**config.mk**
```make
export PLATFORM = sky130hd
export DESIGN_NAME = vga_sync_monitor
export DESIGN_NICKNAME = d
export VERILOG_FILES = /design/src/rtl/vga_sync_monitor.sv
export SDC_FILE = /design/constraint.sdc
export NUM_CORES = 1
export LEC_CHECK = 0
export ABC_AREA = 1
export BUFFER_PORTS_ARGS = -buffer_cell sky130_fd_sc_hd__buf_2
export CORE_MARGIN = 2
export CORE_UTILIZATION = 29
export CTS_CLUSTER_SIZE = 28
export DETAILED_ROUTE_END_ITERATION = 16
export PLACE_DENSITY = 0.49
export SETUP_SLACK_MARGIN = 0.02
export SYNTH_ARGS = -nofsm -noshare
export SYNTH_HDL_FRONTEND = slang
export SYNTH_SLANG_ARGS = --single-unit
```
**constraint.sdc**
```tcl
create_clock -name mclk -period 3 [get_ports mclk]
set_clock_uncertainty 0.2 [all_clocks]
set_input_delay 0.45 -clock mclk [delete_from_list [all_inputs] [get_ports mclk]]
set_output_delay 0.45 -clock mclk [all_outputs]
set_load 0.01 [all_outputs]
```
**src/rtl/vga_sync_monitor.sv**
```systemverilog
// rtl/vga_sync_monitor.sv - VGA sync receiver: coordinate recovery, period measurement, lock/err
// Optional build macro: PIXEL_CHECKSUM_EN adds the frame_sum pixel checksum output.
module vga_sync_monitor #(
   parameter int CW       = 10,
   parameter int H_TOTAL  = 800,
   parameter int V_TOTAL  = 525,
   parameter int H_OFS    = 144,
   parameter int V_OFS    = 35,
   parameter int H_ACTIVE = 640,
   parameter int V_ACTIVE = 480
) (
   input  logic          mclk,
   input  logic          reset,
   input  logic          pix_en,
   input  logic          hsync,
   input  logic          vsync,
   input  logic [7:0]    rgb,
   output logic [CW-1:0] x,
   output logic [CW-1:0] y,
   output logic          active,
   output logic          locked,
   output logic [CW-1:0] h_total,
   output logic [CW-1:0] v_total,
   output logic          frame_done,
`ifdef PIXEL_CHECKSUM_EN
   output logic [15:0]   frame_sum,
`endif
   output logic          err
);

   typedef enum logic [1:0] {SEARCH, MEASURE, LOCKED} state_t;

   localparam logic [CW-1:0] CMAX    = '1;
   localparam logic [CW-1:0] H_TOT_C = CW'(H_TOTAL);
   localparam logic [CW-1:0] V_TOT_C = CW'(V_TOTAL);
   localparam logic [CW-1:0] H_OFS_C = CW'(H_OFS);
   localparam logic [CW-1:0] V_OFS_C = CW'(V_OFS);
   localparam logic [CW-1:0] H_END_C = CW'(H_OFS + H_ACTIVE);
   localparam logic [CW-1:0] V_END_C = CW'(V_OFS + V_ACTIVE);

   state_t        state;
   logic          hs_q;
   logic          vs_q;
   logic [CW-1:0] hcnt;
   logic [CW-1:0] lcnt;
   logic          line_bad;

   logic          hs_fall;
   logic          vs_fall;
   logic [CW-1:0] h_inc;
   logic [CW-1:0] l_inc;
   logic [CW-1:0] v_meas;
   logic          h_bad;
   logic          v_bad;
   logic          line_bad_now;
   logic          active_c;

   // Edge detection and saturating next-count values for the current tick
   always_comb begin
      hs_fall      = pix_en & hs_q & ~hsync;
      vs_fall      = pix_en & vs_q & ~vsync;
      h_inc        = (hcnt == CMAX) ? CMAX : hcnt + 1'b1;
      l_inc        = (lcnt == CMAX) ? CMAX : lcnt + 1'b1;
      // A line that ends on the vsync tick still belongs to the frame being closed
      v_meas       = hs_fall ? l_inc : lcnt;
      h_bad        = hs_fall & (h_inc != H_TOT_C);
      v_bad        = (v_meas != V_TOT_C);
      line_bad_now = line_bad | h_bad;
      active_c     = (hcnt >= H_OFS_C) && (hcnt < H_END_C) &&
                     (lcnt >= V_OFS_C) && (lcnt < V_END_C);
   end

   // Sync sampling, pixel/line counters and period capture
   always_ff @(posedge mclk or posedge reset) begin
      if (reset) begin
         hs_q       <= 1'b1;
         vs_q       <= 1'b1;
         hcnt       <= '0;
         lcnt       <= '0;
         h_total    <= '0;
         v_total    <= '0;
         line_bad   <= 1'b0;
         frame_done <= 1'b0;
      end else begin
         frame_done <= vs_fall;
         if (pix_en) begin
            hs_q <= hsync;
            vs_q <= vsync;
            hcnt <= hs_fall ? '0 : h_inc;
            if (hs_fall)
               h_total <= h_inc;
            if (vs_fall) begin
               v_total <= v_meas;
               lcnt    <= '0;
            end else if (hs_fall) begin
               lcnt    <= l_inc;
            end
            if (vs_fall)
               line_bad <= 1'b0;
            else if (h_bad)
               line_bad <= 1'b1;
         end
      end
   end

   // Lock state machine with registered locked/err outputs
   always_ff @(posedge mclk or posedge reset) begin
      if (reset) begin
         state  <= SEARCH;
         locked <= 1'b0;
         err    <= 1'b0;
      end else begin
         err <= 1'b0;
         case (state)
            SEARCH: begin
               if (vs_fall)
                  state <= MEASURE;
            end
            MEASURE: begin
               if (vs_fall && !v_bad && !line_bad_now) begin
                  state  <= LOCKED;
                  locked <= 1'b1;
               end
            end
            LOCKED: begin
               // Simultaneous line and frame mismatches produce a single err pulse
               if (h_bad || (vs_fall && v_bad)) begin
                  err    <= 1'b1;
                  state  <= MEASURE;
                  locked <= 1'b0;
               end
            end
            default: begin
               state  <= SEARCH;
               locked <= 1'b0;
            end
         endcase
      end
   end

   // Visible-area coordinates, one mclk behind the counters
   always_ff @(posedge mclk or posedge reset) begin
      if (reset) begin
         active <= 1'b0;
         x      <= '0;
         y      <= '0;
      end else begin
         active <= active_c;
         x      <= active_c ? hcnt - H_OFS_C : '0;
         y      <= active_c ? lcnt - V_OFS_C : '0;
      end
   end

`ifdef PIXEL_CHECKSUM_EN
   logic [15:0] acc;

   // Per-frame sum of visible pixel colours, published on each vsync fall
   always_ff @(posedge mclk or posedge reset) begin
      if (reset) begin
         acc       <= '0;
         frame_sum <= '0;
      end else if (vs_fall) begin
         frame_sum <= acc;
         acc       <= '0;
      end else if (pix_en && active) begin
         acc       <= acc + {8'h00, rgb};
      end
   end
`else
   logic unused_rgb;
   assign unused_rgb = ^rgb;
`endif

endmodule

```
* Yosys cells after proc, flatten, opt, wreduce, memory -nomap -nowiden *
Cells that the tools add are included.

word-level totals
  output and inout port bits = 44
  flip-flop bits (word level) = 69
  bits in read-only memories = 0
  bits in latches = 0
  memory bits (writable) = 0
  memories = 0
  input bits = 13

operators by class
  shift-type cells = 0
  reductions and logical operators = 16
  muxes and demuxes = 18
  bitwise gates (word level) = 9
  div/mod/pow operators = 0
  equality and inequality tests = 9
  add/sub/neg operators = 4
  $mul = 0
  magnitude comparators = 4

operators with widths
  operator                 count
  $mux W10                 7
  $add A10 B1 Y10 const B  2
  $eq A10 B10 Y1 const B   2
  $lt A10 B10 Y1 const B   2
  $ne A10 B10 Y1 const B   2
  $ge A10 B6 Y1 const B    1
  $ge A10 B8 Y1 const B    1
  $sub A10 B6 Y10 const B  1
  $sub A10 B8 Y10 const B  1
  $logic_and A1 B1 Y1      6
  $mux W1                  6
  $mux W2                  3
  $ne A2 B2 Y1 const B     3
  $pmux W2 S3              1
  $reduce_and A2 Y1        3
  $reduce_and A3 Y1        2
  $and A1 B1 Y1            5
  $not A1 Y1               3
  $pmux W1 S3              1
  $eq A2 B1 Y1 const B     1
  $eq A2 B2 Y1 const B     1
  $logic_not A1 Y1         2
  $logic_not A2 Y1         1
  $reduce_bool A2 Y1       1
  2 further kinds          2

* Logic depth before layout (Yosys ltp) *
Gate-level depths: netlist of run 1.

  depth after elaboration = 9
  mapped depth = 15
  mapped depth without buffers = 15

* Least setup slack after synthesis of run 1 *
OpenSTA, ideal clock, no wires.

  kind = reg2reg
  start = reg lcnt[0]
  end = reg x[4]
  setup slack = 909 ps
  cell stages (with the launch flop) = 13
  data arrival time = 1767 ps
  period minus slack after synthesis = 2091 ps
  data required time = 2676 ps
  path buffers = 1
  cell sequence = dfrtp_1 > ha_1 > inv_1 > nand3_1 > nor2_1 > inv_1 > nand2_1 > nand2_1 > nor3_1 > nor3_2 > inv_2 > buf_2 > nor2_1

on the way
  cells in the longest elaborated chain, start to end = 4
  elaborated cells on any way between the ends = 5

RTL lines
  item                      RTL line  text
  start: declaration        45        logic [CW-1:0] lcnt;
  start signal: assignment  96        lcnt <= l_inc;
  $ge A10 B6 Y1             70        (lcnt >= V_OFS_C) && (lcnt < V_END_C);
  $logic_and A1 B1 Y1       69        active_c = (hcnt >= H_OFS_C) && (hcnt < H_END_C) &&
  $logic_and A1 B1 Y1 *     70
  via active_c              56        logic active_c;
  $mux W10 *                149       x <= active_c ? hcnt - H_OFS_C : '0;
  end signal: assignment    149
  end: declaration          18        output logic [CW-1:0] x,

Mark *: on every way through the listed nets, which the timed path passes. The rest lies on a longest branch.
A chain may end at the register's enable or synchronous reset.

* Final worst setup path of run 1 *
  start = reg hcnt[4]
  end = reg locked

on the way
  cells in the longest elaborated chain, start to end = 9
  elaborated cells on any way between the ends = 12

RTL lines
  item                                               RTL line  text
  start: declaration                                 44        logic [CW-1:0] hcnt;
  start signal: assignment                           89        hcnt <= hs_fall ? '0 : h_inc;
  $add A10 B1 Y10 or $eq A10 B10 Y1 (tied branches)  62        h_inc = (hcnt == CMAX) ? CMAX : hcnt + 1'b1;
  $mux W10 *                                         62
  $ne A10 B10 Y1 *                                   66        h_bad = hs_fall & (h_inc != H_TOT_C);
  $and A1 B1 Y1 *                                    66
  $or A1 B1 Y1                                       68        line_bad_now = line_bad | h_bad;
  $logic_not A1 Y1                                   120       if (vs_fall && !v_bad && !line_bad_now) begin
  $logic_and A1 B1 Y1                                120
  $ne A2 B2 Y1 (no line)                             n/a
  $reduce_and A3 Y1 (no line) *                      n/a
  end signal: assignment                             122       locked <= 1'b1;
  end signal: assignment                             130       locked <= 1'b0;
  end signal: assignment                             135       locked <= 1'b0;
  end: declaration                                   21        output logic locked,

Every way passes the cells marked *; elsewhere a longest branch is shown, timed or not.

==> impl_results.md, run 1 <==
* Status: completed
* Num CTS Buffers at 9
* Cell area after synthesis at 3310 um2
* Area of the core at 11300 um2
* Synth Net Count at 429
* TNS Setup at 0 ns
* Post-synth top area cell: dfrtp_1
* CTS tree: done
* Register area share after synthesis at 52.2%
* First-pass GRT wire length at 13100 um
* I/O pin count at 57
* Hold crit path type: in2reg
* Power density over the cells at 649 nW/um2
* Fmax at 0.419 GHz
* Min cycle time layout at 2.39 ns
* Placed Area at 3740 um2
* Syn_area_per_cell at 8.07 um2
* Crit-path max FO at 7
* Root Buffer: clkbuf_16
* Worst skew pair latency at 0.33 ns
* CP Capture Type: register
* Post-route ant nets at 0
* Hold_buf cts at 1
* Post-synth top area share at 50.6%
* Wire per inst at 12.6 um
* Final-layout fill cell count at 1165
* R2R setup slack at 0.61 ns
* Die height at 111 um
* Post-CTS Setup Inserts at 0
* Die extent in x at 111 um
* Reg area at 1730 um2
* Post-synth cell types at 32
* Drt first-iter violations at 107
* Final GP Congestion at 0.837
* DR pass1 iterations at 4
* Largest cells by area after synthesis: dfrtp_1, nand2_1, nor2_1
* Hold_sp: vsync
* Critical Path, Cell by Cell: ha_1 -> inv_1 -> nor2_2 -> nand3_1 -> inv_2 -> nor2_1 -> nand2_1 -> nor2_1 -> nand2_1 -> nand2_2 -> nand3_1 -> nand2_1 -> nand3_1 -> nand2_1 -> nand2_1
* Slew headroom at 62.3%
* Row count at 39
* Most frequent cell after synthesis: nand2_1
* DIE AREA at 12300 um2
* Number of global-route vias before repair at 2592
* Ys flop type: dfrtp_1
* Design area at 4050 um2
* Slew @ Worst Pin at 0.564 ns
* Vias after detailed routing at 2736
* Ys Warns at 0
* Ant diodes at 0
* Leakage at 2.20 nW
* Share of layout cells above drive strength 1 at 18.5%
* Data arrival time of the critical path at 2.40 ns
* Area grow syn2layout at 22.2%
* Slew Limit Fails at 0
* Yosys reg bits at 69
* Max Root-Sink Buffers at 2
* EDFF count, synth at 0
* Vias per inst at 4.46
* Post-Syn Instances at 410
* RR Endpoint: locked
* Multi-input logic area at 1340 um2
* GRT Total Usage at 13.1%
* Post-CTS resize count at 0
* Initial Util at 29.4%
* Number of remaining DRC errors at 0
* Hold Fails Final Rpt at 0
* Async SR Flop Fraction at 100%
* Post-layout nets at 485
* Hpwl dp at 5670 um
* Critical Path Max Stage Delay at 0.47 ns
* Worst setup SP type: register
* CTS H-tree depth at 3
* GR Overflow Total at 0
* Port Buf Inserts at 48
* CTS clk-pin slew, worst paths at 0.06 ns
* Setup Viol. Count Final at 0
* Initial antenna violation count at 0
* Overall power at 2.63 mW
* Critical R2R Launch: hcnt[4]
* Most instantiated cells after synthesis: nand2_1, dfrtp_1, nor2_1
* Max cap viols at 0
* Period utilization at 79.6%
* Slowest cell on crit path: dfrtp_1
* Critical Path RT at 3.02 ns
* Clock sinks at 69
* RSZ-0062 raised after global routing: no
* Largest net degree at the start of global routing at 46
* Crit path launch: hcnt[4]
* Worst vdd ir at 0.000332 V
* Setup CP Type: reg2reg
* R2R depth at 15
* Drt total wl at 7740 um
* CP most frequent cell: nand2_1
* Setup crit end: locked
report_power, final:
group	internal [mW]	total [mW]	switching, mW
registers	1.04	1.13	0.0910
clock network	0.645	1.05	0.408
logic	0.165	0.446	0.281
total	1.85	2.63	0.780
critical path: cells and delay by family (launching register included):
kind / cells / cell delay, ns
adders and majority gates: 1 / 0.25
buffers and inverters: 2 / 0.19
DFF: 1 / 0.47
and+or+nand+nor: 12 / 1.15
sequential cells by signal (all words and copies together), names as in the netlist, 2 cells and up:
name     flops
h_total     10
hcnt        10
lcnt        10
state        2
v_total     10
x           10
y           10
metrics by stage:
step	hold WS, ns	utilization (%)	setup slack [ns]	instances
2_1_floorplan	0.239	-	0.613	410
3_5_place_dp	0.260	33.1	0.519	597
4_1_cts	0.186	35.9	0.587	614
3_3_place_gp	0.254	33.1	0.537	597
5_1_grt	0.190	35.9	0.357	614
6_report	0.189	35.9	0.613	614
how the worst min path moves through the flow:
stage / cells past startpoint / slack (ns) / endpoint
2_1_floorplan: 1 / 0.24 / state[0]
3_3_place_gp: 1 / 0.25 / state[0]
3_5_place_dp: 2 / 0.26 / v_total[7]
4_1_cts: 3 / 0.19 / vs_q
5_1_grt: 3 / 0.19 / vs_q
6_report: 3 / 0.19 / vs_q
cell usage in the layout, fill, tap and decap left out, types with 2 or more instances in the layout:
cell type and instances:
buf_4 4, nand3_1 22, o22ai_1 9, inv_1 48, xor2_1 8, nand2_1 109, buf_2 48, a31oi_1 5
ha_1 6, nor2_1 59, o21bai_1 2, o21ai_0 24, clkinvlp_4 3, dfrtp_1 67, a21oi_1 8, nor3_1 3
inv_2 4, clkbuf_16 9, or2_2 2, dfstp_2 2, nand4_1 9, nor2_2 4
metal layers:
metal | GRT usage [%] | wire (um) | share of wire [%] | vias up
met1 | 19.7 | 4140 | 54 | 1257
met4 | 5.17 | 117 | 1.5 | 0
li1 | - | - | - | 1419
met5 | 0 | 0 | 0 | -
met2 | 18.2 | 3200 | 41 | 51
met3 | 2.95 | 272 | 3.5 | 9
cells by family after synthesis:
logic type / Yosys count / share of synthesized area (%)
fa+ha+maj: 6 / 2.27
compound gates: 51 / 8.58
simple gates: 215 / 27.6
xor+xnor: 8 / 2.12
buf+inv: 61 / 7.22
flops: 69 / 52.2
layout make-up:
cell class | count | area share [%]
tap | 143 | 4.42
timing repair buffer | 54 | 7.42
multi-input combinational | 280 | 33.2
clock buffer | 9 | 5.57
clock inverter | 7 | 1.86
sequential | 69 | 42.7
inverter | 52 | 4.82
No activity file was read; power rests on OpenSTA's default activity.
==> run 2: changes to the inputs <==
ABC_AREA = 0   (was 1)
clock period = 2.4 ns   (was 3 ns; I/O delays follow)
==> impl_results.md, run 2 <==
* Status: finished, violations left
* Violated checks: negative setup slack
* Wire per inst at 13.8 um (+9.5%)
* I/O pin count at 57 (unchanged)
* Post-route ant nets at 0 (unchanged)
* Slowest cell on crit path: a2111o_1
* Post-synth cell types at 49 (+53%)
* Port Buf Inserts at 48 (unchanged)
* CP most frequent cell: buf_4
* R2R setup slack at -0.03 ns (-0.65 ns)
* CTS H-tree depth at 3 (unchanged)
* Post-layout nets at 472 (-2.7%)
* Initial Util at 29.7% (+0.34 points)
* Slew headroom at 66.3% (+3.9 points)
* GRT Total Usage at 14.3% (+1.2 points)
* Setup crit end: state[0]
* Post-Place Setup Slack at -0.148 ns (-0.667 ns)
* Compound-gate portion of the synthesized area at 14.0% (+5.4 points)
* Die extent in x at 112 um (+1.2%)
* Number of remaining DRC errors at 0 (unchanged)
* Syn_area_per_cell at 9.42 um2 (+17%)
* DR pass1 iterations at 4 (unchanged)
* Post-synth top area share at 49.4% (-1.2 points)
* Ys Warns at 0 (unchanged)
* EDFF count, synth at 0 (unchanged)
* CP Capture Type: register
* Drt total wl at 8290 um (+7.2%)
* Mux contribution to synthesized area at 1.84% (+1.8 points)
* Critical Path, Cell by Cell: buf_4 -> inv_1 -> buf_4 -> a2111o_1 -> o41ai_4 -> buf_4 -> a41oi_2 -> or3_1
* Sum of buffers and inverters on the critical path at 4 (+2)
* Final GP Congestion at 0.881 (+5.3%)
* Hold Fails Final Rpt at 0 (unchanged)
* Largest cells by area after synthesis: dfrtp_1, nor2_1, o21ai_0
* Post-Synth Simple-Gate Area at 20.7% (-6.9 points)
* GR Overflow Total at 0 (unchanged)
* Synth Net Count at 379 (-12%)
* Worst vdd ir at 0.000319 V (-3.9%)
* Slew Limit Fails at 0 (unchanged)
* Initial antenna violation count at 0 (unchanged)
* Share of layout cells above drive strength 1 at 33.4% (+15 points)
* Clock sinks at 69 (unchanged)
* R2R depth at 8 (-7)
* WP depth at 8 (-7)
* RR Endpoint: state[0]
* Most instantiated cells after synthesis: dfrtp_1, nor2_1, nand2_1
* Ant diodes at 0 (unchanged)
* Fin worst setup slack at -0.0346 ns (-0.647 ns)
* Critical R2R Launch: hcnt[3]
* DIE AREA at 12600 um2 (+2.4%)
* Commonest non-fill, non-tap cells in the layout: dfrtp_1, buf_4, nor2_1, buf_2, nand2_1
* Period utilization at 101% (+22 points)
* Most common cell after layout, fill and taps aside: dfrtp_1
* Vias after detailed routing at 2815 (+2.9%)
* Slew @ Worst Pin at 0.505 ns (-0.0590 ns)
* Cell area after synthesis at 3390 um2 (+2.5%)
* Max Root-Sink Buffers at 2 (unchanged)
* Drt first-iter violations at 166 (+55%)
* Data arrival time of the critical path at 2.45 ns (+0.05 ns)
* Post-synth top area cell: dfrtp_1
* Post-Synth Adder-Cell Area at 2.21% (-0.054 points)
* Hpwl dp at 6060 um (+6.9%)
* Power density over the cells at 829 nW/um2 (+28%)
* CTS tree: done
* Die height at 112 um (+1.2%)
* Area grow syn2layout at 36.0%
* Crit-path leading delay family: compound AO/OA/AOI/OAI gates
* Fmax at 0.411 GHz (-1.9%)
* RSZ-0062 raised after global routing: yes
* Vias per inst at 4.68 (+5.1%)
* Num CTS Buffers at 9 (unchanged)
* Row count at 39 (unchanged)
* Register area share after synthesis at 51.0% (-1.3 points)
* Ys flop type: dfrtp_1
* Root Buffer: clkbuf_16
* Yosys reg bits at 69 (unchanged)
* Setup CP Type: reg2reg
* Min cycle time layout at 2.43 ns (+0.0473 ns)
* Crit path launch: hcnt[3]
* Critical Path Max Stage Delay at 0.41 ns (-0.06 ns)
* Critical Path RT at 2.41 ns (-0.61 ns)
* Area of the core at 11400 um2 (+1.3%)
* Hold path cells at 2 (-1)
* Hold crit path type: in2reg
* Most frequent cell after synthesis: dfrtp_1
* Worst skew pair latency at 0.33 ns (about the same)
* XOR/XNOR Fraction of Synth Area at 4.65% (+2.5 points)
* Post-Syn Instances at 360 (-12%)
* Number of global-route vias before repair at 2890 (+11%)
* Leakage at 2.25 nW (+2.2%)
* Largest net degree at the start of global routing at 32 (-30%)
* Util after Layout at 40.4% (+4.5 points)
* Async SR Flop Fraction at 100% (unchanged)
* First-pass GRT wire length at 14300 um (+9.3%)
* CTS clk-pin slew, worst paths at 0.06 ns (about the same)
* Main combinational cell family by area after synthesis: simple AND/OR/NAND/NOR gates
* Setup Viol. Count Final at 1 (+1)
* Max cap viols at 0 (unchanged)
* Crit-path max FO at 6 (-1)
* Worst setup SP type: register
## run 2: timing repair
| item | 4_1_cts | 5_1_grt |
|---|---|---|
| setup buffers | 4 | 1 |
| endpoints found under the setup margin | 4 | 5 |
| pin swaps | 10 | 6 |
| hold endpoints to repair | 18 | 0 |
| resized for setup | 10 | 10 |
| gates cloned | 0 | 0 |
| hold buffers | 1 | 0 |
## run 2: through the flow
stage	hold WS (ns)	instances	TNS [ns]	total power [mW]	area, um2
2_1_floorplan	0.286	360	-0.0717	1.89	3440
3_3_place_gp	0.222	580	-0.158	2.22	4150
3_5_place_dp	0.230	580	-0.425	2.24	4150
4_1_cts	0.0628	600	-0.0480	3.85	4560
5_1_grt	0.0762	601	-0.235	4.05	4610
6_report	0.0725	601	-0.0346	3.83	4610
## run 2: report_power, final
part	switching (mW)	total (mW)	internal [mW]
logic	0.484	0.906	0.422
registers	0.0885	1.38	1.29
clock network	0.495	1.54	1.05
## run 2: final cells by class
| type | count | area (um2) |
|---|---|---|
| sequential | 69 | 1730 |
| multi-input combinational | 248 | 1560 |
| timing repair buffer | 111 | 739 |
| tap | 143 | 179 |
| inverter | 14 | 55.1 |
| clock inverter | 5 | 106 |
| clock buffer | 11 | 243 |
| fill | 1157 | 6800 |
## run 2: cell families (layout without fill, tap and decap cells)
family,after synthesis,after routing
AND/OR/NAND/NOR,143,143
AO/OA/AOI/OAI,75,75
flip-flops,69,69
buffers and inverters,43,141
XOR/XNOR,18,18
adder cells (fa/ha/maj),6,6
multiplexers,6,6
## run 2: worst register-to-register path: cells and delay by family, from the launching register on
| family | cells | cell delay [ns] |
|---|---|---|
| buffers and inverters | 4 | 0.58 |
| and+or+nand+nor | 1 | 0.31 |
| AOI/OAI and AO/OA | 3 | 0.88 |
| DFF | 1 | 0.36 |
## run 2: per-layer routing
layer	vias to the layer above	GRT usage (%)	routed length, um
met4	0	5.93	146
met3	10	3.73	384
met1	1325	20.0	4210
li1	1421	-	-
met2	59	21.0	3550
met5	-	0	0
## run 2: worst min path at each step
stage               startpoint          to  slack, ns
floorplan             state[0]         err       0.29
global placement         reset  h_total[9]       0.22
detailed placement       reset  h_total[9]       0.23
CTS                      vsync        vs_q       0.06
global route             vsync        vs_q       0.08
finish                   vsync        vs_q       0.07
==> run 3: changes to the inputs <==
CTS_BUF_LIST = sky130_fd_sc_hd__clkbuf_8   (was not set)
==> impl_results.md, run 3 (synthesis results as in run 2) <==
* CTS tree: done
* I/O pin count at 57 (unchanged)
* Met3 GRT Util at 2.75% (-0.97 points)
* Setup Viol. Count Final at 4 (+3)
* Hold_sp: vsync
* Hpwl dp at 6060 um (unchanged)
* Met1 Use GR at 20.0% (-0.069 points)
* Initial antenna violation count at 0 (unchanged)
* Data arrival time of the critical path at 2.51 ns (+0.06 ns)
* Worst skew pair latency at 0.35 ns (+0.02 ns)
* Area of the core at 11400 um2 (unchanged)
* DIE AREA at 12600 um2 (unchanged)
* Fin cells at 600 (-0.17%)
* Crit-path leading delay family: compound AO/OA/AOI/OAI gates
* Fin worst setup slack at -0.0778 ns (-0.0432 ns)
* Worst setup SP type: register
* Vias after detailed routing at 2815 (unchanged)
* Power density over the cells at 765 nW/um2 (-7.7%)
* Commonest non-fill, non-tap cells in the layout: dfrtp_1, buf_4, nor2_1, buf_2, nand2_1
* RSZ-0062 raised after global routing: yes
* Multi-input logic area at 1550 um2 (-0.56%)
* Clock sinks at 69 (unchanged)
* Critical R2R Launch: hcnt[0]
* Design area at 4500 um2 (-2.4%)
* Sequential power share at 40.0% (+4.0 points)
* Worst vdd ir at 0.000309 V (-3.2%)
* Slew Limit Fails at 0 (unchanged)
* R2R depth at 7 (-1)
* DR pass1 iterations at 6 (+2)
* Critical Path RT at 2.44 ns (+0.03 ns)
* R2R setup slack at -0.08 ns (-0.04 ns)
* Port Buf Inserts at 48 (unchanged)
* Period utilization at 103% (+1.8 points)
* Drt first-iter violations at 174 (+4.8%)
* Vias per inst at 4.69 (+0.17%)
* Number of global-route vias before repair at 2891 (+0.035%)
* RR Endpoint: state[0]
* Num CTS Buffers at 9 (unchanged)
* Sw frac at 29.6% (+1.7 points)
* Cell-internal power at 2.43 mW (-12%)
* Die extent in x at 112 um (unchanged)
* Final-layout fill cell count at 1168 (+0.95%)
* NetSw at 1.02 mW (-4.6%)
* Sum of buffers and inverters on the critical path at 2 (-2)
* Share of layout cells above drive strength 1 at 32.6% (-0.80 points)
* Slowest cell on crit path: o41ai_4
* Area grow syn2layout at 32.8%
* Root Buffer: clkbuf_8
* Reg area at 1730 um2 (unchanged)
* Drt total wl at 8230 um (-0.78%)
* Ant diodes at 0 (unchanged)
* Critical Path, Cell by Cell: buf_6 -> inv_2 -> ha_4 -> a2111o_1 -> o41ai_4 -> a41oi_2 -> or3_1
* Hold endpoint: vs_q
* CTS clk-pin slew, worst paths at 0.07 ns (about the same)
* Crit-path max FO at 4 (-2)
* Post-layout nets at 471 (-0.21%)
* Setup CP Type: reg2reg
* Slew headroom at 66.1% (-0.18 points)
* Number of remaining DRC errors at 0 (unchanged)
* CTS H-tree depth at 3 (unchanged)
* Clock network fraction of total power at 33.9% (-6.4 points)
* Slew @ Worst Pin at 0.508 ns (+0.00272 ns)
* Final GP Congestion at 0.881 (unchanged)
* Row count at 39 (unchanged)
* Violated checks: negative setup slack
* Critical Path Max Stage Delay at 0.52 ns (+0.11 ns)
* Leakage at 2.20 nW (-2.1%)
* Overall power at 3.45 mW (-9.9%)
* First-pass GRT wire length at 14200 um (-0.58%)
* Most common cell after layout, fill and taps aside: dfrtp_1
* Fmax at 0.404 GHz (-1.7%)
* Hold Fails Final Rpt at 0 (unchanged)
* Most Crowded Layer GR: met2
* Min cycle time layout at 2.48 ns (+0.0432 ns)
* Placed Area at 4150 um2 (unchanged)
* Met2 Use GR at 20.9% (-0.12 points)
* GR Overflow Total at 0 (unchanged)
* Wire per inst at 13.7 um (-0.62%)
* CP Capture Type: register
* Cells after DPL at 580 (unchanged)
* Largest net degree at the start of global routing at 32 (unchanged)
* Post-Place Setup Slack at -0.148 ns (unchanged)
* Max Root-Sink Buffers at 2 (unchanged)
* Post-route ant nets at 0 (unchanged)
* Status: finished, violations left
* Fin Hold WS at 0.0507 ns (-0.0218 ns)
* GRT Total Usage at 14.1% (-0.17 points)
* Combinational share of power at 26.1% (+2.4 points)
* Max cap viols at 0 (unchanged)
* Die height at 112 um (unchanged)
* Hold path cells at 2 (unchanged)
* Initial Util at 29.7% (unchanged)
* Hold crit path type: in2reg
==> run 3: worst max path at each step <==
stage               depth (start not counted)  endpoint  startpoint  slack, ns
detailed placement                          8  state[0]       hsync      -0.15
global route                                7  state[0]     hcnt[1]      -0.15
finish                                      7  state[0]     hcnt[0]      -0.08
CTS                                         8  state[1]     hcnt[1]      -0.03
global placement                            8  state[0]       hsync      -0.09
floorplan                                   8  state[0]     hcnt[4]      -0.07
==> run 3: what timing repair did <==
action	4_1_cts	5_1_grt
resized for setup	10	10
hold buffers	1	0
pin swaps	10	6
endpoints found under the hold margin	18	0
endpoints found under the setup margin	4	5
buffers inserted	4	0
==> run 3: layout make-up <==
cell class                 instances  area share (%)
timing repair buffer             110            16.4
multi-input combinational        248            34.5
sequential                        69            38.4
tap                              143            3.97
inverter                          14            1.22
clock inverter                     6            2.44
clock buffer                      10            3.06
==> run 3: per-layer routing <==
metal  vias up  wire length (um)
li1       1421                 -
met3        13               365
met2        58              3510
met1      1323              4170
met4         0               173
met5         -                 0
==> run 3: power by group through the flow <==
stage	sequential [mW]	combinational, mW	clock [mW]
after floorplan	1.42	0.463	0
after detailed placement	1.40	0.846	0
after global routing	1.40	1.00	1.26
final	1.38	0.901	1.17
after CTS	1.38	0.887	1.21
after global placement	1.39	0.830	0
==> run 3: per-stage QoR <==
stage	utilization, %	setup TNS (ns)
finish	39.4	-0.157
global route	39.4	-0.464
CTS	39.1	-0.0572
detailed placement	36.4	-0.425
global placement	36.4	-0.158
floorplan	-	-0.0717
